==> src/rtl/router_pkg.sv <==
// Shared types and default sizing for the router output-port logic.
package router_pkg;

  // Output-port ownership: free for arbitration, or held by one requester
  typedef enum logic {
    IDLE   = 1'b0,
    LOCKED = 1'b1
  } arb_state_t;

  localparam int N_REQ_DEF   = 4;
  localparam int W_DEF       = 8;
  localparam int CREDITS_DEF = 4;

endpackage

==> src/rtl/router_out_arbiter_rr_pick.sv <==
// Round-robin picker: first set request at or after ptr, wrapping around.
module rr_pick
  import router_pkg::*;
#(
  parameter int N  = N_REQ_DEF,
  parameter int IW = $clog2(N)
) (
  input  logic [N-1:0]  req,
  input  logic [IW-1:0] ptr,
  output logic [N-1:0]  winner,
  output logic [IW-1:0] win_idx
);

  // Scan N positions starting at ptr; the first hit wins
  always_comb begin : scan
    logic          found;
    logic [IW:0]   pos;
    logic [IW-1:0] idx;
    winner  = '0;
    win_idx = '0;
    found   = 1'b0;
    pos     = '0;
    idx     = '0;
    for (int k = 0; k < N; k++) begin
      pos = {1'b0, ptr} + (IW+1)'(k);
      if (pos >= (IW+1)'(N)) begin
        pos = pos - (IW+1)'(N);
      end
      idx = pos[IW-1:0];
      if (!found && req[idx]) begin
        found       = 1'b1;
        winner[idx] = 1'b1;
        win_idx     = idx;
      end
    end
  end

endmodule

==> src/rtl/router_out_arbiter.sv <==
// Output-port scheduler: packet-locked round-robin grant with credit flow control.
module router_out_arbiter
  import router_pkg::*;
#(
  parameter int N_REQ   = N_REQ_DEF,
  parameter int W       = W_DEF,
  parameter int CREDITS = CREDITS_DEF
) (
  input  logic                           clk,
  input  logic                           rst,
  input  logic [N_REQ-1:0]               req,
  input  logic [N_REQ-1:0]               in_valid,
  input  logic [N_REQ-1:0]               in_tail,
  input  logic [N_REQ*W-1:0]             in_data,
  output logic [N_REQ-1:0]               in_ready,
  output logic [N_REQ-1:0]               grant,
  output logic                           out_valid,
  output logic [W-1:0]                   out_data,
  output logic                           out_tail,
  input  logic                           credit_ret,
  output logic [$clog2(CREDITS+1)-1:0]   credit_cnt,
  output logic                           credit_err
);

  localparam int IW = $clog2(N_REQ);
  localparam int CW = $clog2(CREDITS+1);
  localparam logic [CW-1:0] CRED_MAX = CW'(CREDITS);
  localparam logic [IW-1:0] LAST_IDX = IW'(N_REQ-1);

  arb_state_t       state, state_nxt;
  logic [N_REQ-1:0] grant_nxt;
  logic [IW-1:0]    owner, owner_nxt;
  logic [IW-1:0]    rr_ptr, ptr_nxt;
  logic [N_REQ-1:0] pick_winner;
  logic [IW-1:0]    pick_idx;
  logic             credit_ok;
  logic             xfer;
  logic [W-1:0]     xfer_data;
  logic             xfer_tail;

  rr_pick #(
    .N  (N_REQ),
    .IW (IW)
  ) u_pick (
    .req     (req),
    .ptr     (rr_ptr),
    .winner  (pick_winner),
    .win_idx (pick_idx)
  );

  // Readiness depends only on ownership and credit, never on in_valid
  assign credit_ok = (credit_cnt != '0);
  assign in_ready  = grant & {N_REQ{credit_ok}};
  assign xfer      = |(in_valid & in_ready);

  // One-hot grant selects the owner's flit onto the link path
  always_comb begin
    xfer_data = '0;
    xfer_tail = 1'b0;
    for (int i = 0; i < N_REQ; i++) begin
      if (grant[i]) begin
        xfer_data = in_data[i*W +: W];
        xfer_tail = in_tail[i];
      end
    end
  end

  // Ownership FSM: arbitrate when idle, hold until the tail flit leaves
  always_comb begin
    state_nxt = state;
    grant_nxt = grant;
    owner_nxt = owner;
    ptr_nxt   = rr_ptr;
    case (state)
      IDLE: begin
        if (|req) begin
          state_nxt = LOCKED;
          grant_nxt = pick_winner;
          owner_nxt = pick_idx;
        end
      end
      LOCKED: begin
        // req dropping mid-packet is deliberately ignored here
        if (xfer && xfer_tail) begin
          state_nxt = IDLE;
          grant_nxt = '0;
          ptr_nxt   = (owner == LAST_IDX) ? '0 : owner + IW'(1);
        end
      end
      default: begin
        state_nxt = IDLE;
        grant_nxt = '0;
      end
    endcase
  end

  // FSM and arbitration registers
  always_ff @(posedge clk) begin
    if (rst) begin
      state  <= IDLE;
      grant  <= '0;
      owner  <= '0;
      rr_ptr <= '0;
    end else begin
      state  <= state_nxt;
      grant  <= grant_nxt;
      owner  <= owner_nxt;
      rr_ptr <= ptr_nxt;
    end
  end

  // Credit counter: a send and a return in one cycle cancel out
  always_ff @(posedge clk) begin
    if (rst) begin
      credit_cnt <= CRED_MAX;
      credit_err <= 1'b0;
    end else begin
      case ({xfer, credit_ret})
        2'b10: credit_cnt <= credit_cnt - CW'(1);
        2'b01: begin
          if (credit_cnt == CRED_MAX) begin
            credit_err <= 1'b1;
          end else begin
            credit_cnt <= credit_cnt + CW'(1);
          end
        end
        default: ;
      endcase
    end
  end

  // Link output register, one cycle behind the accepted flit
  always_ff @(posedge clk) begin
    if (rst) begin
      out_valid <= 1'b0;
      out_tail  <= 1'b0;
      out_data  <= '0;
    end else begin
      out_valid <= xfer;
      out_tail  <= xfer & xfer_tail;
      if (xfer) begin
        out_data <= xfer_data;
      end
    end
  end

endmodule

==> config.mk <==
export PLATFORM = sky130hd
export DESIGN_NAME = router_out_arbiter
export DESIGN_NICKNAME = d
export VERILOG_FILES = /design/src/rtl/router_pkg.sv /design/src/rtl/router_out_arbiter_rr_pick.sv /design/src/rtl/router_out_arbiter.sv
export SDC_FILE = /design/constraint.sdc
export NUM_CORES = 1
export LEC_CHECK = 0
export ABC_AREA = 1
export BUFFER_PORTS_ARGS = -buffer_cell sky130_fd_sc_hd__clkbuf_2
export CAP_MARGIN = 30
export CORE_ASPECT_RATIO = 0.7
export CORE_MARGIN = 1.5
export CORE_UTILIZATION = 44
export CTS_CLUSTER_SIZE = 40
export DETAILED_ROUTE_END_ITERATION = 16
export HOLD_SLACK_MARGIN = 0.05
export PLACE_DENSITY = 0.76
export SLEW_MARGIN = 0
export SYNTH_ARGS = -nofsm -noshare
export SYNTH_HDL_FRONTEND = slang
export SYNTH_HIERARCHICAL = 1
export SYNTH_SLANG_ARGS = --single-unit
==> constraint.sdc <==
create_clock -name clk -period 1.6 [get_ports clk]
set_input_delay 0.32 -clock clk [delete_from_list [all_inputs] [get_ports clk]]
set_output_delay 0.32 -clock clk [all_outputs]
set_load 0.05 [all_outputs]
==> key figures <==
Cells and area
  • Final #Nets: 405
  • Ant diodes: 0
  • Fillers: 346
  • Share of cells above drive strength 1: 44.9%
  • Final instance area: 2590 um^2
  • Finished Layout Cells: 402
  • Area Overhead vs Synth: 43.5%

Timing
  • Final min period: 1.78 ns
  • Slew Limit Headroom: roughly 69%
  • Slew @ Worst Pin: 0.462 ns
  • Final Hold Fails: 0
  • Fin worst setup slack: -0.184 ns
  • FMAX: between 500 and 600 MHz
  • Worst hold margin: 0.328 ns
  • Finish-stage setup viols: 12
  • Max-slew violations: 0
  • RSZ-0062 raised after global routing: true
  • Worst Clk Skew: 0.00183 ns
  • Final period utilization: 112%

GRT
  • Largest net degree at the start of global routing: 17
  • GRT Overall Usage: 23.1%
  • Vias in the first global route: 1859
  • First-pass GRT wire length: between 8000 and 9000 um
  • Grt ovf: 0
  • Initial antenna violation count: 0

Synth
  • Syn Area/Cell: 6.95 um^2
  • Synth Register Bits: 23
  • Cell taking the most area after synthesis: dfxtp_1
  • Share of the synthesized area in the top cell type: roughly a quarter
  • Syn Nets: approximately 310
  • Sequential-to-total area share from yosys stat: 25.5%
  • Synth top area cells: dfxtp_1 25%, nand2_1 10%, a21oi_1 9.7%
  • Post-Syn Area: 1810 um^2
  • Yosys warns: 6
  • Cells after synthesis: 260
  • Netlist cell types: 29

Worst hold path
  • Hold-critical path depth: 2
  • Min-delay src: rst
  • Hold endpoint: rr_ptr[0]
  • Hold Path Class: in2reg

Clock tree
  • Worst-path clk slew: 0.08 ns
  • Hold Buf Count CTS: 0
  • Clock root cell: clkbuf_8
  • CTS Buf Count: 3
  • Clock Tree Buf Depth: 2
  • Clock Latency Late Sink: 0.27 ns
  • Clock sinks: 23
  • CTS tree: yes
  • H-tree depth: 1

Pwr
  • Leakage power: 1.27 nW
  • VDD IR max: 732 uV
  • Power Dens Cells: between 700 and 800 nW/um^2

Setup path
  • CP bufs+invs: 1
  • WP data required: roughly 1.7 ns
  • Crit-path most repeated cell: nand2_1
  • Worst flop-to-flop path endpoint: credit_cnt[2]
  • CP max stage delay: 0.36 ns
  • Crit path max-delay family: simple AND/OR/NAND/NOR gates
  • Worst-case reg-to-reg path depth: 13
  • Worst reg2reg setup slack: -0.18 ns
  • Data arrival time of the critical path: 1.92 ns
  • CP startpoint kind: register
  • Slowest CP cell: dfxtp_4
  • Worst Path Class, Setup: reg2reg
  • Worst r2r src: credit_cnt[0]
  • Worst path depth: 13
  • Peak fanout along the critical path: 5
  • Crit. End Element: register
  • Worst path cell trace: nor2_4 -> nand2_4 -> nand3_4 -> nand2_4 -> nor2_8 -> nand2_2 -> fa_2 -> inv_2 -> nand2_1 -> nand2_1 -> nand2_1 -> nand2_1 -> nand3_1

Floorplanning
  • Placeable Area: 3920 um^2
  • IO Pins: roughly 70
  • Initial Util: 46.1%
  • Standard-cell row count: 19
  • DIE HEIGHT: 56.6 um
  • DIE AREA: 4510 um^2
  • Die X-Extent: 79.6 um

Placed design
  • Hpwl dp: 3930 um
  • Pre-CTS setup slack: -0.178 ns
  • Post-Place Cells: 392
  • Buffers on Ports: 68
  • DP Area: 2390 um^2
  • GP Congestion: around 0.91

Detailed routing
  • Vias: 2061
  • Via density: 5.13
  • Initial drt markers: between 100 and 150
  • DRT Pass-1 Iters: 4
  • Post-route ant nets: 0
  • Total Routed Length: ~5000 um
  • Routed WL per cell: 12.7 um
  • Remaining DRCs: 0

Flow run
  • Max-cap check violation count: 0

Status
  • Failing checks: negative setup slack
  • Status: finished with violations
-- flip-flops by register name (all words and copies together), names as in the netlist --
register	flops
out_data	8
grant	4
credit_cnt	3
owner	2
rr_ptr	2
credit_err	1
out_tail	1
out_valid	1
state	1
-- area by class of cell --
type	count	area, um^2	share of cell area, %
clock buffer	3	41.3	1.59
timing repair buffer	92	577	22.2
multi-input combinational	206	1320	50.9
sequential	23	482	18.6
tap	52	65.1	2.51
inverter	25	103	3.96
clock inverter	1	5.00	0.193
-- layout by cell type (no fill, tap or decap), drive strengths merged, types with 4 or more instances in the layout --
master and instances:
a21oi 35, inv 24, buf 28, ha 6, nand2 62, clkbuf 67, a21boi 4, o211ai 9
nor2 33, dfxtp 23, nand3 36, o21ai 16
-- metal layers --
layer,global-route usage [%],vias to the layer above,wire (um)
li1,-,1055,-
met1,33.4,933,2420
met2,34.4,67,2300
met3,6.83,6,378
met4,3.26,0,25
met5,0,-,0
-- synth_stat cells --
cell / count
a21boi_0: 4
nand3_4: 3
nor2_4: 2
a21oi_1: 35
buf_6: 2
nand4_2: 1
nor2_8: 2
dfxtp_1: 23
nand2_2: 5
nand3_2: 3
or2_1: 1
inv_2: 4
fa_1: 1
nor3_1: 1
nand2_4: 8
o21a_1: 1
nand3_1: 30
buf_1: 1
inv_6: 1
buf_4: 2
o21ai_1: 6
clkbuf_1: 2
nor2_1: 22
o211ai_1: 9
inv_1: 20
nand2_1: 49
o21ai_0: 10
nor2_2: 6
ha_1: 6
-- power by group --
part | internal [mW] | total (mW) | switching (mW)
Combinational | 0.360 | 0.986 | 0.626
Sequential | 0.642 | 0.689 | 0.0474
Clock | 0.174 | 0.368 | 0.194
-- timing repair --
item / in CTS / in global routing
pin swaps: 4 / 8
buffers inserted: 2 / 3
gates resized for setup: 11 / 18
endpoints found under the setup margin: 6 / 20
gates cloned: 0 / 1
-- logic make-up (layout without fill, tap and decap cells) --
logic type      Yosys count  after routing  share of synthesized area (%)
simple gates            133            134                           41.2
compound gates           65             65                           19.9
buf+inv                  32            121                           8.17
flops                    23             23                           25.5
fa+ha+maj                 7              7                           5.26
-- worst register-to-register path, cell delays in order, from the launching register on --
cell	delay, ns
dfxtp_4	0.36
nor2_4	0.14
nand2_4	0.13
nand3_4	0.11
nand2_4	0.07
nor2_8	0.11
nand2_2	0.06
fa_2	0.34
inv_2	0.05
nand2_1	0.04
nand2_1	0.07
nand2_1	0.06
nand2_1	0.06
nand3_1	0.05
-- per-stage QoR --
stage / TNS [ns] / util (%) / power, mW
2_1_floorplan: -0.308 / - / 1.34
3_3_place_gp: -0.0853 / 60.8 / 1.57
3_5_place_dp: -0.226 / 60.8 / 1.59
4_1_cts: -0.696 / 63.6 / 1.99
5_1_grt: -2.35 / 66.1 / 2.16
6_report: -0.992 / 66.1 / 2.04
-- worst max-delay path by stage --
stage	endpoint	slack (ns)	from
after floorplan	credit_cnt[2]	-0.19	credit_cnt[1]
final	credit_cnt[2]	-0.18	credit_cnt[0]
after CTS	credit_cnt[2]	-0.20	credit_cnt[0]
after global placement	credit_cnt[2]	-0.09	credit_cnt[1]
after detailed placement	credit_cnt[2]	-0.18	credit_cnt[1]
after global routing	credit_cnt[2]	-0.29	credit_cnt[0]
Power figures use the tool's default switching activity.
